File: src/rtl/asm_mem_stream_dma_pkg.sv
// rtl/asm_mem_stream_dma_pkg.sv - shared types and default widths for the memory stream DMA
// Purpose: FSM state type and default parameter values used by the DMA top.
// Ports: none (package).
package asm_mem_stream_dma_pkg;

  localparam int DEF_DATAWIDTH  = 128;
  localparam int DEF_ADDRWIDTH  = 14;
  localparam int DEF_FIFO_DEPTH = 4;

  typedef enum logic [1:0] {
    ST_IDLE  = 2'd0,
    ST_RD    = 2'd1,
    ST_WR    = 2'd2,
    ST_DRAIN = 2'd3
  } dma_state_t;

endpackage

File: src/rtl/asm_sync_fifo.sv
// rtl/asm_sync_fifo.sv - synchronous FIFO with occupancy count
// Purpose: buffers read-return words between the memory port and the read stream.
// Ports:
//   clk, rst_n   clock, async active-low reset (pointers and count only)
//   push, wdata  write side
//   pop, rdata   read side, rdata is the current head
//   count, empty occupancy
module asm_sync_fifo #(
  parameter int WIDTH = 128,
  parameter int DEPTH = 4
) (
  input  logic                     clk,
  input  logic                     rst_n,
  input  logic                     push,
  input  logic [WIDTH-1:0]         wdata,
  input  logic                     pop,
  output logic [WIDTH-1:0]         rdata,
  output logic [$clog2(DEPTH):0]   count,
  output logic                     empty
);
  localparam int PW = $clog2(DEPTH);
  localparam int CW = PW + 1;

  logic [WIDTH-1:0] mem [DEPTH];
  logic [PW-1:0]    wptr;
  logic [PW-1:0]    rptr;

  always_ff @(posedge clk or negedge rst_n) begin
    if (!rst_n) begin
      wptr  <= '0;
      rptr  <= '0;
      count <= '0;
    end else begin
      if (push) wptr <= wptr + PW'(1);
      if (pop)  rptr <= rptr + PW'(1);
      count <= count + CW'(push) - CW'(pop);
    end
  end

  // Storage needs no reset: nothing is read before it has been written.
  always_ff @(posedge clk) begin
    if (push) mem[wptr] <= wdata;
  end

  assign rdata = mem[rptr];
  assign empty = (count == '0);

endmodule

File: src/rtl/asm_mem_stream_dma.sv
// rtl/asm_mem_stream_dma.sv - burst DMA between the memory mux in2 port and valid/ready streams
// Purpose: turns {dir, base, len} commands into sequential word accesses. Reads flow
//   memory -> return FIFO -> rd stream; writes flow wr stream -> memory.
// Ports:
//   clk_i, reset_n_i                   clock, async active-low reset
//   cmd_start_i/write/addr/len         burst command, start sampled only while idle
//   busy_o, done_o                     burst status, one-cycle completion pulse
//   rd_valid_o/rd_data_o/rd_ready_i    read stream out
//   wr_valid_i/wr_data_i/wr_ready_o    write stream in
//   mem_en/wben/addr/wdata/rdata/stall memory mux in2 port
module asm_mem_stream_dma
  import asm_mem_stream_dma_pkg::*;
#(
  parameter int MEM_DATAWIDTH = DEF_DATAWIDTH,
  parameter int MEM_ADDRWIDTH = DEF_ADDRWIDTH,
  parameter int MEM_BSELWIDTH = MEM_DATAWIDTH / 8,
  parameter int LEN_WIDTH     = MEM_ADDRWIDTH + 1,
  parameter int FIFO_DEPTH    = DEF_FIFO_DEPTH
) (
  input  logic                     clk_i,
  input  logic                     reset_n_i,
  input  logic                     cmd_start_i,
  input  logic                     cmd_write_i,
  input  logic [MEM_ADDRWIDTH-1:0] cmd_addr_i,
  input  logic [LEN_WIDTH-1:0]     cmd_len_i,
  output logic                     busy_o,
  output logic                     done_o,
  output logic                     rd_valid_o,
  output logic [MEM_DATAWIDTH-1:0] rd_data_o,
  input  logic                     rd_ready_i,
  input  logic                     wr_valid_i,
  input  logic [MEM_DATAWIDTH-1:0] wr_data_i,
  output logic                     wr_ready_o,
  output logic                     mem_en_o,
  output logic [MEM_BSELWIDTH-1:0] mem_wben_o,
  output logic [MEM_ADDRWIDTH-1:0] mem_addr_o,
  output logic [MEM_DATAWIDTH-1:0] mem_wdata_o,
  input  logic [MEM_DATAWIDTH-1:0] mem_rdata_i,
  input  logic                     mem_stall_i
);
  localparam int CW = $clog2(FIFO_DEPTH) + 1;

  dma_state_t               state;
  dma_state_t               state_nxt;
  logic [MEM_ADDRWIDTH-1:0] addr;
  logic [LEN_WIDTH-1:0]     remaining;
  logic                     inflight;
  logic                     done_q;
  logic [CW-1:0]            fifo_count;
  logic [MEM_DATAWIDTH-1:0] fifo_head;
  logic                     fifo_empty;
  logic                     start_ok;
  logic                     accept;
  logic                     credit_ok;
  logic                     last_word;
  logic                     rd_pop;
  logic                     last_pop;

  // done_q covers the completion cycle of writes and zero-length bursts, where
  // the FSM is already back in IDLE but the burst still counts as busy.
  assign busy_o    = (state != ST_IDLE) | done_q;
  assign start_ok  = cmd_start_i & ~busy_o;
  // Words already requested but not yet popped must leave room in the FIFO,
  // so a read is only issued while FIFO_DEPTH - count - inflight > 0.
  assign credit_ok = ({1'b0, fifo_count} + (CW+1)'(inflight)) < (CW+1)'(FIFO_DEPTH);
  assign last_word = (remaining == LEN_WIDTH'(1));
  assign accept    = mem_en_o & ~mem_stall_i;

  assign rd_valid_o = ~fifo_empty;
  assign rd_data_o  = fifo_empty ? '0 : fifo_head;
  assign rd_pop     = rd_valid_o & rd_ready_i;
  assign last_pop   = (state == ST_DRAIN) & ~inflight & (fifo_count == CW'(1)) & rd_pop;
  assign done_o     = done_q | last_pop;
  assign mem_addr_o = addr;

  always_comb begin
    state_nxt   = state;
    mem_en_o    = 1'b0;
    mem_wben_o  = '0;
    mem_wdata_o = '0;
    wr_ready_o  = 1'b0;
    case (state)
      ST_IDLE: begin
        if (start_ok && (cmd_len_i != '0)) state_nxt = cmd_write_i ? ST_WR : ST_RD;
      end
      ST_RD: begin
        mem_en_o = (remaining != '0) & credit_ok;
        if (mem_en_o && !mem_stall_i && last_word) state_nxt = ST_DRAIN;
      end
      ST_WR: begin
        mem_en_o    = wr_valid_i;
        mem_wben_o  = '1;
        mem_wdata_o = wr_data_i;
        wr_ready_o  = wr_valid_i & ~mem_stall_i;
        if (wr_valid_i && !mem_stall_i && last_word) state_nxt = ST_IDLE;
      end
      ST_DRAIN: begin
        if (last_pop) state_nxt = ST_IDLE;
      end
      default: state_nxt = ST_IDLE;
    endcase
  end

  always_ff @(posedge clk_i or negedge reset_n_i) begin
    if (!reset_n_i) begin
      state     <= ST_IDLE;
      addr      <= '0;
      remaining <= '0;
      inflight  <= 1'b0;
      done_q    <= 1'b0;
    end else begin
      state    <= state_nxt;
      inflight <= (state == ST_RD) & accept;
      done_q   <= (start_ok & (cmd_len_i == '0)) | ((state == ST_WR) & accept & last_word);
      if (start_ok) begin
        addr      <= cmd_addr_i;
        remaining <= cmd_len_i;
      end else if (accept) begin
        addr      <= addr + MEM_ADDRWIDTH'(1);
        remaining <= remaining - LEN_WIDTH'(1);
      end
    end
  end

  // Read data arrives one cycle after acceptance, exactly when inflight is set.
  asm_sync_fifo #(
    .WIDTH (MEM_DATAWIDTH),
    .DEPTH (FIFO_DEPTH)
  ) u_fifo (
    .clk   (clk_i),
    .rst_n (reset_n_i),
    .push  (inflight),
    .wdata (mem_rdata_i),
    .pop   (rd_pop),
    .rdata (fifo_head),
    .count (fifo_count),
    .empty (fifo_empty)
  );

endmodule
File: config.mk
export PLATFORM = sky130hd
export DESIGN_NAME = asm_mem_stream_dma
export DESIGN_NICKNAME = d
export VERILOG_FILES = /design/src/rtl/asm_mem_stream_dma_pkg.sv /design/src/rtl/asm_sync_fifo.sv /design/src/rtl/asm_mem_stream_dma.sv
export SDC_FILE = /design/constraint.sdc
export NUM_CORES = 1
export LEC_CHECK = 0
export ABC_AREA = 0
export BUFFER_PORTS_ARGS = -buffer_cell sky130_fd_sc_hd__buf_4
export CAP_MARGIN = 5
export CORE_AREA = 2 2 229 231
export DETAILED_ROUTE_END_ITERATION = 8
export DIE_AREA = 0 0 231 233
export PLACE_DENSITY = 0.69
export SLEW_MARGIN = 10
export SYNTH_ARGS = -nofsm -noshare
export SYNTH_HDL_FRONTEND = slang
export SYNTH_HIERARCHICAL = 1
export SYNTH_SLANG_ARGS = --single-unit
File: constraint.sdc
create_clock -name clk_i -period 7.8 [get_ports clk_i]
set_clock_uncertainty 0.05 [all_clocks]
set_input_delay 1.56 -clock clk_i [delete_from_list [all_inputs] [get_ports clk_i]]
set_output_delay 1.56 -clock clk_i [all_outputs]
set_load 0.05 [all_outputs]
==> flow_metrics.env, run 1 <==
export IMPL_total_power_mw=12.25
export IMPL_max_cap_viol_count=0
export IMPL_yosysMostFrequentCell="edfxtp_1"
export IMPL_synth_net_count=1569
export IMPL_final_core_util_pct=58.00
export IMPL_slew_headroom_pct=28.71
export IMPL_grt_usage_pct=27.42
export IMPL_rows=83
export IMPL_coreArea_sq_mm=0.05109
export IMPL_synthCells=1263
export IMPL_synthTopCellsByArea="edfxtp_1 67%, mux4_2 13%, dfrtp_1 4.4%"
export IMPL_io_buffers=582
export IMPL_min_path_type="reg -> reg"
export IMPL_critPathRequiredTime_ns=6.19
export IMPL_clock_sinks=552
export IMPL_final_nets=2141
export IMPL_synth_flop_cell="edfxtp_1"
export IMPL_synth_edf_count=512
export IMPL_multi_input_area_sq_mm=0.005963
export IMPL_hold_viol=0
export IMPL_power_leakage_nw=11.00
export IMPL_grt_pass1_wl_um=103200
export IMPL_crit_type="reg -> out"
export IMPL_cp_start_kind="register"
export IMPL_hold_buffers=0
export IMPL_synth_warning_count=6
export IMPL_synthTopCellsByCount="512 x edfxtp_1, 135 x and2_1, 130 x nor2b_1"
export IMPL_routed_wl_um=75370
export IMPL_grt_max_degree=145
export IMPL_hold_start="u_fifo/wptr[0]"
export IMPL_htree_num_levels=2
export IMPL_wl_per_cell_um=29.24
export IMPL_seq_area_frac_synth_pct=71.59
export IMPL_ir_drop_uv=353.3
export IMPL_die_area_sq_mm=0.05382
export IMPL_seq_area_sq_mm=0.01638
export IMPL_synth_top_cell_by_area="edfxtp_1"
export IMPL_area_delta_synth_final_pct=29.54
export IMPL_period_needed_ns=4.945
export IMPL_initial_core_util_pct=44.77
export IMPL_yosysUniqueCellTypes=52
export IMPL_drv_slew=0
export IMPL_detailroute_via_count=14000
export IMPL_cts_resized=0
export IMPL_status="complete, no violations"
export IMPL_critPathArrivalTime_ns=3.33
export IMPL_die_h_um=233
export IMPL_path_max_fanout=39
export IMPL_clk_pin_slew_worst_paths_ns=0.06
export IMPL_die_w_um=231
export IMPL_cts_tree="built"
export IMPL_antenna_found_initial=34
export IMPL_syn_cell_area_sq_mm=0.02288
export IMPL_viasPerCell=5.430
export IMPL_cts_setup_buffers=0
export IMPL_drtAntennaViolNets=0
export IMPL_io_pins=583
export IMPL_reg2regPathDepth=7
export IMPL_synth_async_sr_flop_share_pct=7.246
export IMPL_cp_end_kind="output port"
export IMPL_synth_seq_cells=552
export IMPL_numCtsBuffers=57
export IMPL_rsz0062_at_grt="no"
export IMPL_hpwl_um=54820
export IMPL_period_share_pct=63.39
export IMPL_avgSynthCellArea_sq_um=18.11
export IMPL_drtIter0Drc=931
export IMPL_worst_slew_pin_slew_ns=1.069
export IMPL_drc=0
export IMPL_fin_tns_setup_ns=0
export IMPL_r2r_end="mem_addr_o[7]"
export IMPL_clock_path_buffers=3
export IMPL_r2r_slack_ns=4.68
export IMPL_drtPass1Iterations=5
export IMPL_clock_latency_ns=0.61
export IMPL_netlist_area_leader_share_pct=67.21
export IMPL_finalSetupViolCount=0
export IMPL_drive_gt1_share_pct=43.86
export IMPL_root_buffer="clkbuf_16"
export IMPL_power_density_mw_per_mm2=413.4
export IMPL_max_freq_mhz=202.2
export IMPL_overflow=0
export IMPL_reg2reg_from="remaining[0]"
export IMPL_grt_pass1_vias=13920
export IMPL_num_fill_cells=4036
export IMPL_gp_congestion=0.9649
export IMPL_hold_path_depth=1
export IMPL_hold_end="u_fifo/wptr[0]"
[how the worst max path moves through the flow]
stage	startpoint	to	slack (ns)
2_1_floorplan	u_fifo/wptr[0]	u_fifo/mem[0][0]	3.69
3_3_place_gp	u_fifo/rptr[0]	rd_data_o[107]	3.37
3_5_place_dp	u_fifo/rptr[0]	rd_data_o[111]	3.37
4_1_cts	u_fifo/rptr[0]	rd_data_o[111]	2.73
5_1_grt	u_fifo/rptr[0]	rd_data_o[101]	2.57
6_report	u_fifo/rptr[0]	rd_data_o[5]	2.86
[through the flow]
stage	setup WS, ns	std cells	hold slack, ns	area, sq um
CTS	2.725	2561	0.4860	29590
detailed placement	3.369	2456	0.4736	27760
floorplan	3.690	1263	0.4436	22880
finish	2.855	2578	0.4855	29630
global placement	3.371	2456	0.4743	27760
global route	2.566	2575	0.4989	29620
[logic make-up (layout without fill, tap and decap cells)]
logic type	after synthesis	in the layout	synth area share (%)
flip-flops	552	552	71.59
multiplexers	133	133	12.82
other	0	17	0
AO/OA/AOI/OAI	65	65	1.871
AND/OR/NAND/NOR	385	385	10.04
adder cells (fa/ha/maj)	14	14	0.7986
buffers and inverters	103	721	2.467
XOR/XNOR	11	11	0.4212
[sequential cells by signal (all words and copies together), names as in the netlist]
signal	cells
u_fifo/count	3
remaining	15
u_fifo/wptr	2
mem_addr_o	14
u_fifo/rptr	2
state	2
u_fifo/mem	512
inflight	1
done_q	1
[final cells by class]
| cell class | instances | share of cell area (%) |
|---|---|---|
| diodes | 17 | 0.1436 |
| clock buffers | 73 | 5.156 |
| clock inverters | 32 | 1.022 |
| inverters | 20 | 0.2533 |
| multi-input cells | 608 | 20.12 |
| flip-flops and latches | 552 | 55.29 |
| well taps | 680 | 2.871 |
| repair buffers | 596 | 15.14 |
[critical path, cell delays in order, from the launching register on]
cell     delay (ns)
dfrtp_4        0.93
buf_4          0.74
mux4_2         0.61
nor2b_1        0.15
buf_4          0.22
[placed cells by master (no fill, tap or decap), types with 3 or more instances in the layout]
| master | synthesis | layout |
|---|---|---|
| ha_1 | 13 | 12 |
| nor3_1 | 4 | 3 |
| o31ai_1 | 3 | 3 |
| nor2b_1 | 130 | 130 |
| a31oi_1 | 19 | 19 |
| bufinv_16 | 0 | 4 |
| xor2_1 | 3 | 3 |
| and2_1 | 135 | 131 |
| clkinv_1 | 0 | 12 |
| buf_4 | 17 | 595 |
| or4_1 | 3 | 3 |
| mux4_2 | 128 | 128 |
| dfrtp_1 | 40 | 38 |
| clkbuf_1 | 38 | 13 |
| nand4_1 | 14 | 14 |
| edfxtp_1 | 512 | 512 |
| nand2_1 | 21 | 21 |
| and2_4 | 0 | 4 |
| nor4_1 | 4 | 4 |
| mux2i_1 | 5 | 5 |
| nor2_1 | 36 | 36 |
| clkinv_2 | 0 | 8 |
| a21oi_1 | 3 | 3 |
| or3_1 | 13 | 13 |
| clkbuf_16 | 0 | 58 |
| inv_1 | 20 | 20 |
| or4b_2 | 3 | 3 |
| clkinvlp_4 | 0 | 4 |
| nand3_1 | 10 | 10 |
| o21ai_0 | 19 | 19 |
| xnor2_1 | 8 | 8 |
| o21ai_1 | 3 | 3 |
| diode_2 | 0 | 17 |
[per-layer routing]
| layer | up-vias | part of all wire, % | global-route usage [%] |
|---|---|---|---|
| met5 | - | 0.21 | 0 |
| met4 | 22 | 5.2 | 14.88 |
| met3 | 162 | 9.6 | 8.934 |
| met2 | 657 | 50 | 44.41 |
| met1 | 7115 | 35 | 32.62 |
| li1 | 6042 | - | - |
[report_power, final]
group	internal [mW]	leakage (nW)	switching (mW)
Combinational	1.96	5.05	4.00
Clock	1.52	0.882	1.12
Sequential	3.40	5.06	0.254
Total	6.88	11.0	5.37
Note: power is estimated with default switching activity, not from simulation.
==> run 2: changes to the inputs <==
--- a/config.mk
+++ b/config.mk
@@ -8,10 +8,10 @@
 export ABC_AREA = 0
 export BUFFER_PORTS_ARGS = -buffer_cell sky130_fd_sc_hd__buf_4
 export CAP_MARGIN = 5
-export CORE_AREA = 2 2 229 231
+export CORE_AREA = 2 2 228 230
 export DETAILED_ROUTE_END_ITERATION = 8
-export DIE_AREA = 0 0 231 233
-export PLACE_DENSITY = 0.69
+export DIE_AREA = 0 0 230 232
+export PLACE_DENSITY = 0.72
 export SLEW_MARGIN = 10
 export SYNTH_ARGS = -nofsm -noshare
 export SYNTH_HDL_FRONTEND = slang
==> constraint.sdc (replaced) <==
create_clock -name clk_i -period 4.3 [get_ports clk_i]
set_clock_uncertainty 0.05 [all_clocks]
set_input_delay 0.86 -clock clk_i [delete_from_list [all_inputs] [get_ports clk_i]]
set_output_delay 0.86 -clock clk_i [all_outputs]
set_load 0.05 [all_outputs]
==> run 2 against run 1 <==
  * Cell count grew 0.19%
  * Via count shrank 1.2%
  * Routed wire length is 6.6% lower
  * Register-to-register slack got worse by 3.4 ns
  * Sequential cell count did not move
  * First-iteration DRC count up 11%
  * Hold slack worse by 0.27 ns
  * Combinational power is 82% higher
  * Sequential share of layout area decreased by 0.17 points
  * Critical path depth rose by 4
  * Die area decreased by 0.86%
  * Critical path type unchanged
  * Largest cell class unchanged
==> flow_metrics.env, run 2 (synthesis gave the netlist of run 1 again) <==
export IMPL_status="complete, no violations"
export IMPL_grt_pass1_vias=14200
export IMPL_dp_slack_ns=1.191
export IMPL_max_cap_viol_count=0
export IMPL_power_density_mw_per_mm2=740.4
export IMPL_cp_start_kind="register"
export IMPL_cts_tree="built"
export IMPL_power_leakage_nw=11.04
export IMPL_r2r_slack_ns=1.31
export IMPL_rsz0062_at_grt="no"
export IMPL_initial_core_util_pct=44.95
export IMPL_layout_commonest_cell="buf_4"
export IMPL_critPathMostFrequentCell="inv_1"
export IMPL_drtPass1Iterations=5
export IMPL_drtIter0Drc=1030
export IMPL_cpMaxStageDelayCell="or4b_2"
export IMPL_clock_sinks=552
export IMPL_drc=0
export IMPL_cts_setup_buffers=0
export IMPL_antenna_found_initial=16
export IMPL_cp_slowest_stage_delay_ns=0.65
export IMPL_path_delay_family="simple AND/OR/NAND/NOR gates"
export IMPL_critPathRequiredTime_ns=3.39
export IMPL_hpwl_um=51060
export IMPL_final_area_sq_mm=0.02973
export IMPL_routed_wl_um=70390
export IMPL_crit_chain="inv_1, ha_1, or4b_2, nor4_4, o21ai_0, nand2_1, inv_1, buf_4"
export IMPL_cp_end_kind="output port"
export IMPL_hold_buffers=0
export IMPL_final_nets=2149
export IMPL_die_area_sq_mm=0.05336
export IMPL_final_core_util_pct=58.42
export IMPL_die_h_um=232
export IMPL_grt_usage_pct=25.92
export IMPL_area_delta_synth_final_pct=29.95
export IMPL_die_w_um=230
export IMPL_clock_latency_ns=0.59
export IMPL_io_pins=583
export IMPL_placed_cell_area_sq_mm=0.02795
export IMPL_overflow=0
export IMPL_grt_pass1_wl_um=99150
export IMPL_setup_slack_ns=0.5979
export IMPL_cts_resized=0
export IMPL_worstPathBufferInverterCount=3
export IMPL_regMostFlops="u_fifo/mem"
export IMPL_ir_drop_uv=527.9
export IMPL_rows=83
export IMPL_layout_common_cells="596 x buf_4, 512 x edfxtp_1, 131 x and2_1, 130 x nor2b_1, 128 x mux4_2"
export IMPL_detailroute_via_count=13830
export IMPL_clk_pin_slew_worst_paths_ns=0.07
export IMPL_num_fill_cells=3951
export IMPL_period_needed_ns=3.702
export IMPL_whs_ns=0.2171
export IMPL_htree_num_levels=2
export IMPL_coreArea_sq_mm=0.05089
export IMPL_drive_gt1_share_pct=44.28
export IMPL_root_buffer="clkbuf_16"
export IMPL_numCtsBuffers=55
export IMPL_fin_tns_setup_ns=0
export IMPL_reg2regPathDepth=7
export IMPL_min_path_type="in -> async"
export IMPL_max_freq_mhz=270.1
export IMPL_crit_type="reg -> out"
export IMPL_io_buffers=582
export IMPL_viasPerCell=5.353
export IMPL_hold_viol=0
export IMPL_r2r_end="mem_addr_o[4]"
export IMPL_reg2reg_from="remaining[0]"
export IMPL_period_share_pct=86.10
export IMPL_finalSetupViolCount=0
export IMPL_drv_slew=0
export IMPL_largest_reg_flops=512
export IMPL_path_max_fanout=5
export IMPL_slew_headroom_pct=27.90
export IMPL_critPathArrivalTime_ns=2.79
export IMPL_wl_per_cell_um=27.25
export IMPL_gp_congestion=1.038
export IMPL_clock_path_buffers=3
export IMPL_grt_max_degree=92
export IMPL_worst_slew_pin_slew_ns=1.082
export IMPL_drtAntennaViolNets=0
[run 2: metrics by stage]
stage	instances	power, mW
after floorplan	1263	14.29
after global placement	2466	17.54
after detailed placement	2466	17.59
after CTS	2568	22.22
after global routing	2581	22.85
final	2583	22.01
[run 2: final cells by class]
cell class | instances | area, sq um | area share (%)
Tap cell | 680 | 850.8 | 2.862
Timing Repair Buffer | 606 | 4674 | 15.73
Multi-Input combinational cell | 608 | 5963 | 20.06
Clock buffer | 67 | 1443 | 4.853
Sequential cell | 552 | 16380 | 55.11
Clock inverter | 35 | 299.0 | 1.006
Inverter | 20 | 75.07 | 0.2525
Antenna cell | 15 | 37.54 | 0.1263
[run 2: worst max path at each step]
stage | start | to | slack [ns] | depth (start not counted)
5_1_grt | remaining[0] | mem_en_o | 0.40 | 8
3_3_place_gp | u_fifo/rptr[0] | rd_data_o[82] | 1.20 | 4
2_1_floorplan | u_fifo/wptr[0] | u_fifo/mem[0][0] | 0.19 | 3
4_1_cts | u_fifo/rptr[0] | rd_data_o[78] | 0.54 | 4
3_5_place_dp | u_fifo/rptr[0] | rd_data_o[78] | 1.19 | 4
6_report | remaining[0] | mem_en_o | 0.60 | 8
[run 2: metal layers]
layer	GRT usage (%)	part of all wire (%)
met4	14.31	5.6
met2	44.74	51
met1	29.28	36
met3	7.036	7.3
met5	0	0.045
[run 2: power by group]
| part | switching (mW) | internal, mW |
|---|---|---|
| Sequential | 0.395 | 6.17 |
| Clock | 1.97 | 2.63 |
| Combinational | 7.22 | 3.63 |
| Total | 9.58 | 12.4 |
[run 2: worst reg2reg max path, stage by stage, from the launching register on]
cell and delay (ns):
dfrtp_1 0.42, inv_1 0.10, ha_1 0.22, or4b_2 0.65, nor4_4 0.29, a2bb2oi_2 0.73, o21ai_0 0.23, a31oi_1 0.21
